===== config.mk =====
export PLATFORM = sky130hd
export DESIGN_NAME = cpu_pipeline_fwd
export DESIGN_NICKNAME = d
export VERILOG_FILES = /design/src/rtl/cpu_pipeline_fwd.sv
export SDC_FILE = /design/constraint.sdc
export NUM_CORES = 2
export LEC_CHECK = 0
export CAP_MARGIN = 20
export CORE_ASPECT_RATIO = 0.6
export CORE_MARGIN = 4
export CORE_UTILIZATION = 40
export CTS_CLUSTER_DIAMETER = 30
export CTS_CLUSTER_SIZE = 14
export DETAILED_ROUTE_END_ITERATION = 7
export GPL_TIMING_DRIVEN = 1
export PLACE_DENSITY = 0.58
export REMOVE_ABC_BUFFERS = 1
export SETUP_SLACK_MARGIN = 0.4
export SLEW_MARGIN = 20
export SYNTH_ARGS = -nofsm -noshare
export SYNTH_HDL_FRONTEND = slang
export SYNTH_SLANG_ARGS = --single-unit

===== constraint.sdc =====
create_clock -name i_clk -period 11.8 [get_ports i_clk]
set_input_delay 2.36 -clock i_clk [delete_from_list [all_inputs] [get_ports i_clk]]
set_output_delay 2.36 -clock i_clk [all_outputs]
set_load 0.005 [all_outputs]

===== src/rtl/cpu_pipeline_fwd.sv =====
// Five-stage in-order core (Fetch, Decode, Execute, Memory, Writeback) with optional
// EX/MEM/WB operand bypass, LDI/JMP and a wait-state handshake on the data bus.
module cpu_pipeline_fwd #(
  parameter int DATA_WIDTH = 32,
  parameter int ADDR_WIDTH = 16,
  parameter int NUM_REGS   = 16,
  parameter int FORWARDING = 1
) (
  input  logic                  i_clk,
  input  logic                  i_reset,
  output logic [ADDR_WIDTH-1:0] o_pc,
  input  logic [31:0]           i_instruction,
  output logic [ADDR_WIDTH-1:0] o_address,
  output logic                  o_rw,
  output logic [DATA_WIDTH-1:0] o_data,
  input  logic [DATA_WIDTH-1:0] i_data,
  input  logic                  i_ready,
  output logic                  o_stall,
  output logic                  o_retire,
  output logic [31:0]           o_debug_ir
);

  localparam logic [2:0] OP_NOP = 3'd0, OP_LDA = 3'd1, OP_STA = 3'd2, OP_ADD = 3'd3,
                         OP_SUB = 3'd4, OP_LDI = 3'd5, OP_JMP = 3'd6;

  function automatic logic reg_ok(input logic [3:0] r);
    return {1'b0, r} < 5'(NUM_REGS);
  endfunction

  // Youngest producer wins; the WB match doubles as register-file write-through.
  function automatic logic [DATA_WIDTH-1:0] pick(input logic ok, input logic mem_hit,
                                                 input logic wb_hit,
                                                 input logic [DATA_WIDTH-1:0] mem_v,
                                                 input logic [DATA_WIDTH-1:0] wb_v,
                                                 input logic [DATA_WIDTH-1:0] rf_v);
    if (!ok) return '0;
    if (mem_hit) return mem_v;
    if (wb_hit) return wb_v;
    return rf_v;
  endfunction

  logic [ADDR_WIDTH-1:0] r_pc;
  logic [31:0]           r_ir;
  logic [DATA_WIDTH-1:0] r_regs [16];

  logic [2:0]            r_op_p1, r_op_p2;
  logic                  r_we_p1, r_we_p2, r_we_p3, r_vld_p3;
  logic [3:0]            r_ws_p1, r_ws_p2, r_ws_p3, r_rs1_p1, r_rs2_p1;
  logic [15:0]           r_imm_p1;
  logic [DATA_WIDTH-1:0] r_res_p2, r_res_p3;
  logic [ADDR_WIDTH-1:0] r_addr_p2;

  logic [2:0]            w_op_d;
  logic [3:0]            w_rd_d, w_rs1_d, w_rs2_d;
  logic [15:0]           w_imm_d;
  logic                  w_use1_d, w_use2_d, w_we_d;
  logic                  w_hit_ex, w_hit_mem, w_hazard, w_bus_wait;
  logic [DATA_WIDTH-1:0] w_a_p1, w_b_p1, w_res_p1;

  // Decode stage: unknown opcodes collapse to NOP
  always_comb begin
    w_op_d = OP_NOP;
    if (r_ir[31:24] >= 8'd1 && r_ir[31:24] <= 8'd6) w_op_d = r_ir[26:24];
    w_rd_d   = r_ir[23:20];
    w_rs1_d  = r_ir[19:16];
    w_rs2_d  = r_ir[15:12];
    w_imm_d  = r_ir[15:0];
    w_use1_d = (w_op_d == OP_ADD) || (w_op_d == OP_SUB) || (w_op_d == OP_STA);
    w_use2_d = (w_op_d == OP_ADD) || (w_op_d == OP_SUB);
    w_we_d   = ((w_op_d == OP_LDA) || (w_op_d == OP_ADD) || (w_op_d == OP_SUB) ||
                (w_op_d == OP_LDI)) && reg_ok(w_rd_d);
    w_hit_ex  = r_we_p1 && ((w_use1_d && (w_rs1_d == r_ws_p1)) ||
                            (w_use2_d && (w_rs2_d == r_ws_p1)));
    w_hit_mem = r_we_p2 && ((w_use1_d && (w_rs1_d == r_ws_p2)) ||
                            (w_use2_d && (w_rs2_d == r_ws_p2)));
    if (FORWARDING != 0) w_hazard = w_hit_ex && (r_op_p1 == OP_LDA);
    else                 w_hazard = w_hit_ex || w_hit_mem;
  end

  assign w_bus_wait = ((r_op_p2 == OP_LDA) || (r_op_p2 == OP_STA)) && !i_ready;

  // Execute stage: operands resolved live so a held EX sees later writebacks
  always_comb begin
    w_a_p1 = pick(reg_ok(r_rs1_p1),
                  (FORWARDING != 0) && r_we_p2 && (r_op_p2 != OP_LDA) && (r_ws_p2 == r_rs1_p1),
                  r_we_p3 && (r_ws_p3 == r_rs1_p1), r_res_p2, r_res_p3, r_regs[r_rs1_p1]);
    w_b_p1 = pick(reg_ok(r_rs2_p1),
                  (FORWARDING != 0) && r_we_p2 && (r_op_p2 != OP_LDA) && (r_ws_p2 == r_rs2_p1),
                  r_we_p3 && (r_ws_p3 == r_rs2_p1), r_res_p2, r_res_p3, r_regs[r_rs2_p1]);
    case (r_op_p1)
      OP_ADD:  w_res_p1 = w_a_p1 + w_b_p1;
      OP_SUB:  w_res_p1 = w_a_p1 - w_b_p1;
      OP_LDI:  w_res_p1 = DATA_WIDTH'(r_imm_p1);
      OP_STA:  w_res_p1 = w_a_p1;
      default: w_res_p1 = '0;
    endcase
  end

  // Control path: bus wait freezes everything up to MEM and bubbles WB
  always_ff @(posedge i_clk) begin
    if (i_reset) begin
      r_pc     <= '0;
      r_ir     <= '0;
      r_op_p1  <= OP_NOP;
      r_we_p1  <= 1'b0;
      r_op_p2  <= OP_NOP;
      r_we_p2  <= 1'b0;
      r_we_p3  <= 1'b0;
      r_vld_p3 <= 1'b0;
    end else if (w_bus_wait) begin
      r_we_p3  <= 1'b0;
      r_vld_p3 <= 1'b0;
    end else begin
      r_vld_p3 <= (r_op_p2 != OP_NOP);
      r_we_p3  <= r_we_p2;
      r_op_p2  <= r_op_p1;
      r_we_p2  <= r_we_p1;
      if (w_hazard) begin
        r_op_p1 <= OP_NOP;
        r_we_p1 <= 1'b0;
      end else begin
        r_op_p1 <= w_op_d;
        r_we_p1 <= w_we_d;
        if (w_op_d == OP_JMP) begin
          r_pc <= w_imm_d[ADDR_WIDTH-1:0];
          r_ir <= '0;
        end else begin
          r_pc <= r_pc + ADDR_WIDTH'(4);
          r_ir <= i_instruction;
        end
      end
    end
  end

  // Data path: no reset, qualified by the control bits above
  always_ff @(posedge i_clk) begin
    if (!w_bus_wait) begin
      r_ws_p3   <= r_ws_p2;
      r_res_p3  <= (r_op_p2 == OP_LDA) ? i_data : r_res_p2;
      r_ws_p2   <= r_ws_p1;
      r_res_p2  <= w_res_p1;
      r_addr_p2 <= r_imm_p1[ADDR_WIDTH-1:0];
      if (!w_hazard) begin
        r_ws_p1  <= w_rd_d;
        r_rs1_p1 <= w_rs1_d;
        r_rs2_p1 <= w_rs2_d;
        r_imm_p1 <= w_imm_d;
      end
    end
  end

  // Writeback stage
  always_ff @(posedge i_clk) begin
    if (i_reset) begin
      for (int i = 0; i < 16; i++) r_regs[i] <= '0;
    end else if (r_we_p3) begin
      r_regs[r_ws_p3] <= r_res_p3;
    end
  end

  assign o_pc       = r_pc;
  assign o_address  = ((r_op_p2 == OP_LDA) || (r_op_p2 == OP_STA)) ? r_addr_p2 : '0;
  assign o_rw       = (r_op_p2 == OP_STA);
  assign o_data     = (r_op_p2 == OP_STA) ? r_res_p2 : '0;
  assign o_stall    = w_hazard && !w_bus_wait;
  assign o_retire   = r_vld_p3;
  assign o_debug_ir = r_ir;

endmodule

==> flow_summary.ini <==
[run_status]
status = completed

[detailed_routing]
drtPass1Iterations = 5
first_iter_violations = 4041
routed_wl_mm = 137
postRouteAntennaNets = 0
route.vias.total = 27300
drc = 0
viasPerCell = 6.27
wire_per_inst_um = 31.6

[yosys]
synth-main-ff-cell = edfxtp_1
post-synth-top-count-cell = edfxtp_1
synthAdderAreaFrac = 0.0117
synth_cell_types = 81
synthCells = 2896
synth_top_area_cell = edfxtp_1
synth_top_area_frac = 0.496
synth_edf_count = 624
synthTopCellsByCount = edfxtp_1 (624), and2_1 (531), mux4_2 (285)
synthMuxAreaShare = 0.184
synthXorXnorAreaFrac = 0.0190
yosysWarnings = 0
synthArstFlopShare = 0
synth_area_leaders = edfxtp_1 (50%), mux4_2 (17%), and2_1 (8.8%)
yosysSeqAreaShare = 0.531
synth-seq-cells = 690
synth-compound-area-share = 0.0682
syn_area_per_cell_um2 = 13.1
netlist_area_mm2 = 0.0378
synthSimpleGateAreaFrac = 0.157
synth_top_family_by_area = multiplexers

[global_route]
grt_overflow = 0
grt_max_degree = 86
grt_util_all_layers = 0.273
grt_first_pass_wirelength_mm = 194
antenna_found_initial = 9
grt_pass1_vias = 26600

[worst_setup_path]
r2r_cells = 23
r2r_slack_ps = 4280
crit_fanout = 36
critPathKind = reg2reg
start_kind = register
reg2reg_to = r_res_p2[31]
crit_arrival_ps = 7960
crit_required_ps = 12250
worstSetupEndpointType = register

[hold_path]
hold_end = r_ws_p1[0]
hold_start = o_debug_ir[20]
hold_path_class = reg2reg
hold_depth = 0

[cts]
post_cts_resize_count = 0
clk_latency_ps = 720
path_clk_slew_ps = 60
hold_buffers = 0
cts_root_buf = clkbuf_16
tritoncts = done
cts_made_buffers = 115
post-cts-setup-buffer-count = 0
clk_path_buf_depth = 3
cts_num_sinks = 690
cts_max_level = 3

[final_layout]
syn_to_final_growth_pct = 18.5
fillers = 8142
nets = 3098
final_util = 0.477
fin_cells = 4345
drive_above_1_share = 0.201

[pwr]
ir_drop_mv = 0.110
power_density_mw_per_mm2 = 164
finalPower_mw = 7.34
p_leak_nw = 16.0

[sta]
setup_viol = 0
maxSlewHeadroom = 0.210
period_minus_slack_ps = 7520
whs_ps = 461
fin_skew_ps = 27.7
timing.fmax_mhz = 133
period_share = 0.637
grt_setup_unrepaired = no
tns_ps = 0
maxSlewViolCount = 0
max_slew.worst_pin.slew_ps = 1190
hold_violations = 0

[place]
dpl.hpwl_mm = 77.3
gp_congestion = 0.915
port_buffers = 165
place_inst = 4125

[floorplanning]
fp-row-count = 87
start_util = 0.403
core_area_mm2 = 0.0938
die_y_um = 246
die_area_mm2 = 0.0996
io_pins = 166
die_width_um = 405

[job]
drv_cap = 0
## per-stage QoR
stage	cell area, um2	worst slack (ps)
global placement	40600	4390
finish	44800	4280
detailed placement	40600	4440
floorplan	36800	1400
global route	44800	3880
CTS	44800	4390
## sequential cells by signal (all words and copies together) (netlist names), named ones only
register    count
r_addr_p2      16
r_we_p3         1
r_rs1_p1        4
r_ws_p3         4
o_pc           16
o_debug_ir     32
r_imm_p1       12
r_we_p1         1
r_ws_p2         4
r_op_p2         3
r_res_p2       32
r_res_p3       32
r_ws_p1         4
r_we_p2         1
o_retire        1
r_rs2_p1        4
r_regs        512
r_op_p1         3
## placed cells by master (no fill, tap or decap), drive strengths merged, types with 4 or more instances in the layout
| cell type | count |
|---|---|
| a211oi | 14 |
| a21o | 18 |
| a21oi | 131 |
| a221o | 13 |
| a221oi | 21 |
| a22o | 15 |
| a22oi | 27 |
| a31oi | 7 |
| and2 | 531 |
| and3 | 11 |
| buf | 60 |
| bufinv | 22 |
| clkbuf | 125 |
| clkdlybuf4s50 | 164 |
| clkinv | 43 |
| clkinvlp | 11 |
| dfxtp | 66 |
| edfxtp | 624 |
| ha | 33 |
| inv | 35 |
| mux2 | 5 |
| mux2i | 48 |
| mux4 | 285 |
| nand2 | 268 |
| nand2b | 17 |
| nand3 | 49 |
| nand3b | 5 |
| nor2 | 80 |
| nor2b | 27 |
| nor3 | 45 |
| nor3b | 9 |
| nor4 | 11 |
| o21a | 4 |
| o21ai | 105 |
| o21bai | 4 |
| o221ai | 4 |
| o22ai | 20 |
| or2 | 19 |
| xnor2 | 37 |
| xor2 | 45 |
## worst max-delay path by stage
stage / end / slack (ps) / from / cells after the start
floorplan: r_res_p2[31] / 1400 / register / 22
global placement: r_res_p2[31] / 4390 / register / 23
detailed placement: r_res_p2[31] / 4440 / register / 23
CTS: r_res_p2[31] / 4390 / register / 23
global route: r_res_p2[31] / 3880 / register / 23
finish: r_res_p2[31] / 4280 / register / 23
## worst max-delay path, stage by stage (launching register included)
cell and delay (ps):
dfxtp_4 760, buf_4 720, mux4_2 600, a22o_1 230
a221oi_1 290, nor3_1 110, a221o_1 380, nor4_2 370
nand2_1 170, nor2_1 200, a21oi_1 100, xor2_1 150
ha_1 430, nand2_1 90, o21ai_0 250, nor2_1 110
a211oi_1 570, a21oi_1 230, o41ai_1 660, a221o_1 260
a21oi_1 100, xnor2_1 220, xnor2_1 160, o21ai_1 80
## routing by layer
| layer | vias to the layer above | wire (um) | global-route usage |
|---|---|---|---|
| met1 | 13900 | 56200 | 0.388 |
| met4 | 2 | 4510 | 0.0913 |
| met3 | 312 | 16200 | 0.0743 |
| met2 | 1857 | 60400 | 0.405 |
| li1 | 11200 | - | - |
| met5 | - | 105 | 0.00780 |
## where the power goes
group          switching [mW]  internal (mW)
Combinational           0.502          0.379
Clock                    1.30           2.29
Sequential              0.112           2.75
Total                    1.92           5.42
## cell type report
cell class	count	area [um2]	area share
well taps	1246	1560	0.0348
flip-flops and latches	690	20100	0.448
multi-input cells	1946	16900	0.376
repair buffers	224	2090	0.0467
clock inverters	91	1190	0.0267
inverters	20	77.6	0.00173
diodes	3	7.51	0.000168
clock buffers	125	2930	0.0653
## cells by family after synthesis
kind of cell	Yosys count
AO/OA/AOI/OAI	403
adder cells (fa/ha/maj)	35
flip-flops	690
buffers and inverters	260
AND/OR/NAND/NOR	1088
XOR/XNOR	82
multiplexers	338
Note: power is estimated with default switching activity, not from simulation.
